<file path="src/rtl/stack_pkg.sv">
// Shared stack defaults, pointer type and push/pop operation encodings.
package stack_pkg;

    localparam int unsigned STACK_DATA_WIDTH = 16;
    localparam int unsigned STACK_DEPTH      = 32;
    localparam int unsigned STACK_PTR_WIDTH  = $clog2(STACK_DEPTH) + 1;

    typedef logic [STACK_PTR_WIDTH-1:0] ptr_t;

    // Encoding of the control FSM strobes as {pop_stack, push_stack}
    typedef enum logic [1:0] {
        StackNop     = 2'b00,
        StackPush    = 2'b01,
        StackPop     = 2'b10,
        StackReplace = 2'b11
    } stack_op_e;

    function automatic stack_op_e decode_op(input logic push, input logic pop);
        return stack_op_e'({pop, push});
    endfunction

endpackage

</file>
<file path="src/rtl/data_stack_if.sv">
// Control-FSM <-> data stack bundle. peek_data exists only when STACK_PEEK_EN is defined.
interface data_stack_if #(
    parameter int unsigned DATA_WIDTH = stack_pkg::STACK_DATA_WIDTH,
    parameter int unsigned DEPTH      = stack_pkg::STACK_DEPTH
) ();
    localparam int unsigned PTR_WIDTH = $clog2(DEPTH) + 1;

    logic                  push_stack;
    logic                  pop_stack;
    logic                  rst_stack;
    logic [DATA_WIDTH-1:0] stack_data_in;
    logic [DATA_WIDTH-1:0] stack_data_out;
    logic [PTR_WIDTH-1:0]  tos_pointer;
    logic                  full;
    logic                  empty;
    logic                  overflow;
    logic                  underflow;
`ifdef STACK_PEEK_EN
    logic [DATA_WIDTH-1:0] peek_data;
`endif

    modport master (
        output push_stack, pop_stack, rst_stack, stack_data_in,
`ifdef STACK_PEEK_EN
        input  peek_data,
`endif
        input  stack_data_out, tos_pointer, full, empty, overflow, underflow
    );

    modport slave (
        input  push_stack, pop_stack, rst_stack, stack_data_in,
`ifdef STACK_PEEK_EN
        output peek_data,
`endif
        output stack_data_out, tos_pointer, full, empty, overflow, underflow
    );

endinterface

</file>
<file path="src/rtl/stack_ram.sv">
// DEPTH x DATA_WIDTH register array: one synchronous write port, one asynchronous read port.
module stack_ram #(
    parameter int unsigned DATA_WIDTH = 16,
    parameter int unsigned DEPTH      = 32,
    localparam int unsigned AW        = $clog2(DEPTH)
) (
    input  logic                  clk,
    input  logic                  wr_en,
    input  logic [AW-1:0]         wr_addr,
    input  logic [DATA_WIDTH-1:0] wr_data,
    input  logic [AW-1:0]         rd_addr,
    output logic [DATA_WIDTH-1:0] rd_data
);

    logic [DATA_WIDTH-1:0] mem [DEPTH];

    always_ff @(posedge clk) begin
        if (wr_en) begin
            mem[wr_addr] <= wr_data;
        end
    end

    assign rd_data = mem[rd_addr];

endmodule

</file>
<file path="src/rtl/data_stack.sv">
// LIFO data stack: pointer arithmetic, sticky flags and registered pop output.
// Define STACK_PEEK_EN to add the combinational peek_data top-of-stack output.
module data_stack
    import stack_pkg::*;
#(
    parameter int unsigned DATA_WIDTH = STACK_DATA_WIDTH,
    parameter int unsigned DEPTH      = STACK_DEPTH
) (
    input  logic         clk,
    input  logic         rst,
    data_stack_if.slave  bus
);

    localparam int unsigned PTR_WIDTH = $clog2(DEPTH) + 1;
    localparam int unsigned AW        = $clog2(DEPTH);

    logic [PTR_WIDTH-1:0]  tos_q, tos_d;
    logic [DATA_WIDTH-1:0] out_q, out_d;
    logic                  ovf_q, ovf_d;
    logic                  unf_q, unf_d;

    logic                  wr_en;
    logic [AW-1:0]         wr_addr;
    logic [AW-1:0]         rd_addr;
    logic [DATA_WIDTH-1:0] rd_data;
    logic                  is_full;
    logic                  is_empty;
    stack_op_e             op;

    assign is_full  = (tos_q == PTR_WIDTH'(DEPTH));
    assign is_empty = (tos_q == '0);
    assign rd_addr  = AW'(tos_q - PTR_WIDTH'(1));
    assign op       = decode_op(bus.push_stack, bus.pop_stack);

    always_comb begin
        tos_d   = tos_q;
        out_d   = out_q;
        ovf_d   = ovf_q;
        unf_d   = unf_q;
        wr_en   = 1'b0;
        wr_addr = AW'(tos_q);
        if (bus.rst_stack) begin
            tos_d = '0;
            ovf_d = 1'b0;
            unf_d = 1'b0;
        end else begin
            unique case (op)
                StackPush: begin
                    if (is_full) begin
                        ovf_d = 1'b1;
                    end else begin
                        wr_en = 1'b1;
                        tos_d = tos_q + PTR_WIDTH'(1);
                    end
                end
                StackPop: begin
                    if (is_empty) begin
                        unf_d = 1'b1;
                    end else begin
                        out_d = rd_data;
                        tos_d = tos_q - PTR_WIDTH'(1);
                    end
                end
                StackReplace: begin
                    if (is_empty) begin
                        // Degenerates to a push, but the pop attempt is still flagged
                        wr_en = 1'b1;
                        tos_d = tos_q + PTR_WIDTH'(1);
                        unf_d = 1'b1;
                    end else begin
                        out_d   = rd_data;
                        wr_en   = 1'b1;
                        wr_addr = rd_addr;
                    end
                end
                default: ;
            endcase
        end
    end

    always_ff @(posedge clk or negedge rst) begin
        if (!rst) begin
            tos_q <= '0;
            out_q <= '0;
            ovf_q <= 1'b0;
            unf_q <= 1'b0;
        end else begin
            tos_q <= tos_d;
            out_q <= out_d;
            ovf_q <= ovf_d;
            unf_q <= unf_d;
        end
    end

    // Gating with rst aborts an in-flight write while reset is asserted
    stack_ram #(
        .DATA_WIDTH (DATA_WIDTH),
        .DEPTH      (DEPTH)
    ) u_ram (
        .clk     (clk),
        .wr_en   (wr_en & rst),
        .wr_addr (wr_addr),
        .wr_data (bus.stack_data_in),
        .rd_addr (rd_addr),
        .rd_data (rd_data)
    );

    assign bus.stack_data_out = out_q;
    assign bus.tos_pointer    = tos_q;
    assign bus.full           = is_full;
    assign bus.empty          = is_empty;
    assign bus.overflow       = ovf_q;
    assign bus.underflow      = unf_q;
`ifdef STACK_PEEK_EN
    assign bus.peek_data      = is_empty ? '0 : rd_data;
`endif

endmodule

</file>
<file path="src/flat_wrapper.sv">
// flat-port wrapper written by rule: the top's interface ports become plain ports
module data_stack_flat import stack_pkg::*;
#(
    parameter int unsigned DATA_WIDTH = STACK_DATA_WIDTH,
    parameter int unsigned DEPTH      = STACK_DEPTH
)
  (clk, rst, bus_push_stack, bus_pop_stack, bus_rst_stack, bus_stack_data_in, bus_stack_data_out, bus_tos_pointer, bus_full, bus_empty, bus_overflow, bus_underflow);
  data_stack_if #(.DATA_WIDTH(DATA_WIDTH), .DEPTH(DEPTH)) bus_i ();
  input  logic clk;
  input  logic rst;
  input wire logic [$bits(bus_i.push_stack)-1:0] bus_push_stack;
  input wire logic [$bits(bus_i.pop_stack)-1:0] bus_pop_stack;
  input wire logic [$bits(bus_i.rst_stack)-1:0] bus_rst_stack;
  input wire logic [$bits(bus_i.stack_data_in)-1:0] bus_stack_data_in;
  output wire logic [$bits(bus_i.stack_data_out)-1:0] bus_stack_data_out;
  output wire logic [$bits(bus_i.tos_pointer)-1:0] bus_tos_pointer;
  output wire logic [$bits(bus_i.full)-1:0] bus_full;
  output wire logic [$bits(bus_i.empty)-1:0] bus_empty;
  output wire logic [$bits(bus_i.overflow)-1:0] bus_overflow;
  output wire logic [$bits(bus_i.underflow)-1:0] bus_underflow;
  assign bus_i.push_stack = bus_push_stack;
  assign bus_i.pop_stack = bus_pop_stack;
  assign bus_i.rst_stack = bus_rst_stack;
  assign bus_i.stack_data_in = bus_stack_data_in;
  assign bus_stack_data_out = bus_i.stack_data_out;
  assign bus_tos_pointer = bus_i.tos_pointer;
  assign bus_full = bus_i.full;
  assign bus_empty = bus_i.empty;
  assign bus_overflow = bus_i.overflow;
  assign bus_underflow = bus_i.underflow;
  data_stack #(.DATA_WIDTH(DATA_WIDTH), .DEPTH(DEPTH)) u_core (.clk(clk), .rst(rst), .bus(bus_i));
endmodule
</file>
<file path="config.mk">
export PLATFORM = sky130hd
export DESIGN_NAME = data_stack_flat
export DESIGN_NICKNAME = d
export VERILOG_FILES = /design/src/rtl/stack_pkg.sv /design/src/rtl/data_stack_if.sv /design/src/rtl/stack_ram.sv /design/src/rtl/data_stack.sv /design/src/flat_wrapper.sv
export SDC_FILE = /design/constraint.sdc
export NUM_CORES = 1
export LEC_CHECK = 0
export ABC_AREA = 1
export CORE_MARGIN = 4
export CORE_UTILIZATION = 40
export CTS_CLUSTER_DIAMETER = 120
export DETAILED_ROUTE_END_ITERATION = 10
export PLACE_DENSITY = 0.66
export SLEW_MARGIN = 30
export SYNTH_ARGS = -nofsm -noshare
export SYNTH_HDL_FRONTEND = slang
export SYNTH_HIERARCHICAL = 1
export SYNTH_SLANG_ARGS = --single-unit
export TNS_END_PERCENT = 100
</file>
<file path="constraint.sdc">
create_clock -name clk -period 3.05 [get_ports clk]
set_input_delay 0.61 -clock clk [delete_from_list [all_inputs] [get_ports clk]]
set_output_delay 0.61 -clock clk [all_outputs]
set_load 0.01 [all_outputs]
</file>
Word-level counts from Yosys, hierarchy flattened. Memory sizes are Yosys's and may differ from the RTL's. A register that Yosys moved wholly into a read port is not among the register bits. Index checks and enable logic that the tools add are counted.

Add/subtract/negate cells: 2. Equal/unequal tests: 7. Muxes and demuxes: 19. Bitwise logic cells: 3. Reductions and logical operators: 12.

Operator list (count): 6-bit two-way mux (4); 6-bit one-hot mux with 3 select lines (1); 5-bit two-way mux (3); 1-bit two-way mux (10); 3-bit inequality test, second input constant (3); 2-bit nonzero test (4); 6-bit by 1-bit adder with 6-bit output, second input constant (1); 6-bit == test, second input constant (1); 6-bit zero test (1); 6-bit by 1-bit subtractor with 6-bit output, second input constant (1); 2-bit == test, second input constant (2); 2-bit AND reduction (2); 4-bit AND reduction (1); 4-bit nonzero test (1); 3-bit AND reduction (1); 2-bit by 1-bit == test with 1-bit output, second input constant (1); 1-bit NOT (2); 1-bit one-hot mux with 2 select lines (1); 2-bit OR reduction (1); 1-bit AND (1); 1-bit zero test (1).

Flip-flop bits (word level): 8. Bits in writable memories: 512. Bits of input ports: 21. Output and inout port bits: 26. Word-level logic and storage cells: 47. Memories: 1.

Memories: u_core.u_ram.mem (depth 32, bits a word 16, read ports 1, clocked after Yosys merged registers in 1, wr ports 1, line stack_ram.sv:15) `logic [DATA_WIDTH-1:0] mem [DEPTH];`.

Longest topological paths before layout.
Word-level depth: 7. Mapped depth: 15. Mapped depth without buffers: 14.

Cells and area by module. Netlist, hierarchy kept.

By module, submodules not included: stack_ram (instances 1, cells an instance 1778, area each 20981.4 sq um, seq. area each 15374.7 sq um); data_stack (instances 1, cells an instance 182, area each 1370.1 sq um, seq. area each 600.6 sq um).

Least setup slack after synthesis. OpenSTA, ideal clock, no wires.

Path type: flip-flop to flip-flop. Start: reg u_core.tos_q[0], in the netlist u_core/bus.tos_pointer[0]. End: mem u_core.u_ram.mem[31][0] (enable). Library setup time: 388 ps. Arrival time: 2372 ps. Data required time: 2662 ps. Setup slack: 290 ps. Cell stages (with the launch flop): 8. Path buffers: 0. Clock period less this slack: 2760 ps. Cell sequence: dfrtp_1 > inv_1 > ha_1 > nand3_4 > nand2_4 > xor2_1 > nand3_1 > nor2_1.

Elaborated cells on any way between the ends: 12. Those cells by class: add/sub: 1; eq/ne: 1; mux: 8; bitwise: 1; reduce/logical: 1.

RTL lines: start: declaration (line data_stack.sv:17) `logic [PTR_WIDTH-1:0] tos_q, tos_d;`; start signal: assignment (line data_stack.sv:88) `tos_q <= tos_d;`; 6-bit by 1-bit subtractor with 6-bit output (line data_stack.sv:32) `assign rd_addr = AW'(tos_q - PTR_WIDTH'(1));`; via u_core.rd_addr[0] (line data_stack.sv:24) `logic [AW-1:0] rd_addr;`; 5-bit two-way mux (line data_stack.sv:65) `if (is_empty) begin`; 5-bit two-way mux (line data_stack.sv:47) `unique case (op)`; 5-bit two-way mux (line data_stack.sv:42) `if (bus.rst_stack) begin`; via u_core.wr_addr[0] (line data_stack.sv:23) `logic [AW-1:0] wr_addr;`; end: declaration (line stack_ram.sv:15).

The timed path passes the listed nets, and every way through them passes these cells.

Final worst setup path.
Start: reg u_core.tos_q[0], in the netlist u_core/bus.tos_pointer[0]. End: out bus_empty.

Cells in the longest elaborated chain, start to end: 1.

RTL lines: 6-bit zero test (line data_stack.sv:31) `assign is_empty = (tos_q == '0);`; end: declaration (line flat_wrapper.sv:18) `output wire logic [$bits(bus_i.empty)-1:0] bus_empty;`.

Every way passes these cells.

==> run metrics <==
Synth-to-Final Area Change=15.1%; r2r worst-path depth=11; crit path from=u_core/bus.tos_pointer[0]; vias in the first global route=between 10000 and 15000; Hold Slack=0.472 ns; layout cells sized above 1=9.46%; grt ovf=0; drt total wl=58.5 mm; average cell area after synthesis=11.4 um^2; CTS tree=built; Num CTS Buffers=55; Crit. End Element=output port; CTS Buffer Depth=3; DRT iter0 DRCs=between 1500 and 2000; Root Driver=clkbuf_16; clock latency on the worst-skew pair=approximately 0.60 ns; Max-Cap Viols=0; startpoint types=flop; most frequent cells in the layout=nand2_1 (774), edfxtp_1 (512), nand3_1 (406); post-synthesis instance total=1960; Critical R2R Launch=u_core/bus.tos_pointer[0]; worst rel slew slack=45.2%; RSZ-0062 raised after global routing=false; crit path capture=bus_empty; Starting Density=40.5%; non-filler cells in the finished layout=2841; Switching Share=38.8%; leakage=9.59 nW; sequential share of the synthesized area=a little under three quarters; Placed Instances=2740; first-pass GRT wire length=88.1 mm; Final Total Pwr=24.3 mW; R2R setup slack=0.27 ns; Post-DRT Antenna Nets=0; hold_buf cts=0; largest net degree at the start of global routing=115; Hold Path Class=in2async; dpl hpwl=roughly 35 mm; post-synth net total=1983; critical-path cell list=inv_8, ha_2, nand3_4, inv_1, clkdlybuf4s50_1; Psw=9.42 mW; Antenna Cells=0; routed vias/inst=5.29; part of the power in registers=34.6%; Port Buf Inserts=46; wire per inst=roughly 21 um; flops & latches, synth=about 540; cell internal pwr=14.9 mW; DR pass1 iterations=5; Slew Viols, Final=0; vias=15031; Pwr per Cell Area=944 nW/um^2; htree depth=2; Hold Vio Cnt, Final=0; Fill cells=4958; most common cell after layout, fill and taps aside=nand2_1; Crit-path slowest cell=clkdlybuf4s50_1; Worst-path clk slew=0.06 ns; Die Span X=approximately 240 um; Die Ht=244 um; Final Cycle Share=a little over nine tenths; RD Place Congestion=just over 0.9; status=complete, no violations; num rows=86; CP Data Arrival Time=between 2 and 2.5 ns; Die ar.=roughly 60000 um^2; worst slew pin tran=0.822 ns; Logic pwr share=38.3%; synthesis warning total=6; Netlist Area Pre-Place=22400 um^2; Yosys cell types=28; Required @ worst endpoint=2.44 ns; GRT Resource Usage Total=19.4%; Ports=47; Post-CTS Setup Inserts=0; max frequency=~340 MHz; crit-path max FO=8; Layout Skew=0.0200 ns; Clock power frac=~27%; critical path's largest stage delay=0.54 ns; Peak VDD IR=0.581 mV; Nets=2072; reg2reg end=u_core/u_ram/mem[22][14]; clk sink count=around 540; TNS Setup=0 ns; number of antenna violations at the first check in global routing=1; CP Class=reg2out; final setup vio count=0; Final min period=about 2.9 ns; DR DRC count=0; core area=between 50000 and 60000 um^2
-- metal layers --
layer	track usage [%]	wire, um	up-vias
li1	-	-	6944
met1	25.8	23200	7289
met2	31.9	27900	681
met3	4.20	5460	117
met4	6.30	1870	0
met5	0	0	-
-- cell type report --
cell class | count | area [um^2] | share of cell area, %
Sequential cell | 536 | 16000 | 62.1
Tap cell | 748 | 936 | 3.64
Clock inverter | 32 | 294 | 1.14
Multi-Input combinational cell | 1272 | 5450 | 21.2
Inverter | 39 | 166 | 0.647
Clock buffer | 69 | 1470 | 5.72
Timing Repair Buffer | 145 | 1440 | 5.60
-- what timing repair did --
item                                   4_1_cts  5_1_grt
endpoints found under the hold margin        0        0
setup endpoints to repair                    0        1
resized for setup                            0        1
-- kinds of logic (layout without fill, tap and decap cells) --
| group | Yosys count | count (layout) | synth area share (%) |
|---|---|---|---|
| simple gates | 1237 | 1237 | 23.4 |
| buf+inv | 152 | 285 | 4.21 |
| xor+xnor | 2 | 2 | 0.0784 |
| flops | 536 | 536 | 71.5 |
| fa+ha+maj | 2 | 2 | 0.112 |
| compound gates | 31 | 31 | 0.694 |
-- Yosys cell counts --
| master | n | area (um^2) |
|---|---|---|
| a21oi_1 | 4 | 20.0 |
| buf_1 | 2 | 7.51 |
| buf_12 | 1 | 20.0 |
| buf_2 | 36 | 180 |
| buf_4 | 28 | 210 |
| buf_6 | 25 | 282 |
| buf_8 | 1 | 15.0 |
| clkbuf_1 | 20 | 75.1 |
| dfrtp_1 | 24 | 601 |
| edfxtp_1 | 512 | 15400 |
| ha_1 | 2 | 25.0 |
| inv_1 | 36 | 135 |
| inv_2 | 2 | 7.51 |
| inv_6 | 1 | 8.76 |
| nand2_1 | 775 | 2910 |
| nand2_2 | 3 | 18.8 |
| nand2_4 | 1 | 11.3 |
| nand3_1 | 406 | 2030 |
| nand3_2 | 1 | 10.0 |
| nand3_4 | 2 | 35.0 |
| nand4_1 | 2 | 12.5 |
| nor2_1 | 42 | 158 |
| nor2_2 | 1 | 6.26 |
| nor2_4 | 4 | 45.0 |
| o21ai_0 | 26 | 130 |
| o21ai_1 | 1 | 5.00 |
| xnor2_1 | 1 | 8.76 |
| xor2_1 | 1 | 8.76 |
-- worst min path at each step --
stage / start / to / slack [ns]
after detailed placement: u_core/bus.overflow / u_core/bus.overflow / 0.47
final: rst / u_core/bus.tos_pointer[5] / 0.47
after global placement: u_core/bus.stack_data_out[11] / u_core/bus.stack_data_out[11] / 0.47
after global routing: rst / u_core/bus.tos_pointer[5] / 0.48
after floorplan: rst / u_core/bus.overflow / 0.31
after CTS: rst / u_core/bus.tos_pointer[5] / 0.46
-- stage by stage --
stage               cell area, um^2  util [%]  setup WS, ns
CTS                           25700      46.6        0.0464
global placement              24000      43.4         0.131
global route                  25700      46.6        0.0329
finish                        25700      46.6         0.138
detailed placement            24000      43.4        0.0519
floorplan                     22400         -         0.290
-- power groups by stage --
stage	clock network [mW]	logic, mW	registers [mW]
after floorplan	0	5.85	8.56
after global placement	0	9.04	8.55
after detailed placement	0	9.14	8.55
after CTS	6.70	9.20	8.40
after global routing	7.01	10.1	8.42
final	6.60	9.30	8.40
-- state kept, by name, summed over array words and instances, names as in the netlist --
name                       flops
u_core/bus.tos_pointer         6
u_core/bus.underflow           1
u_core/u_ram/mem             512
u_core/bus.overflow            1
u_core/bus.stack_data_out     16
-- worst max-delay path, delay by kind of cell (launching register included) --
kind	cells	cell delay, ns
buffers and inverters	3	0.80
flip-flops	1	0.49
adder cells (fa/ha/maj)	1	0.26
AND/OR/NAND/NOR	1	0.16
Power figures use the tool's default switching activity.
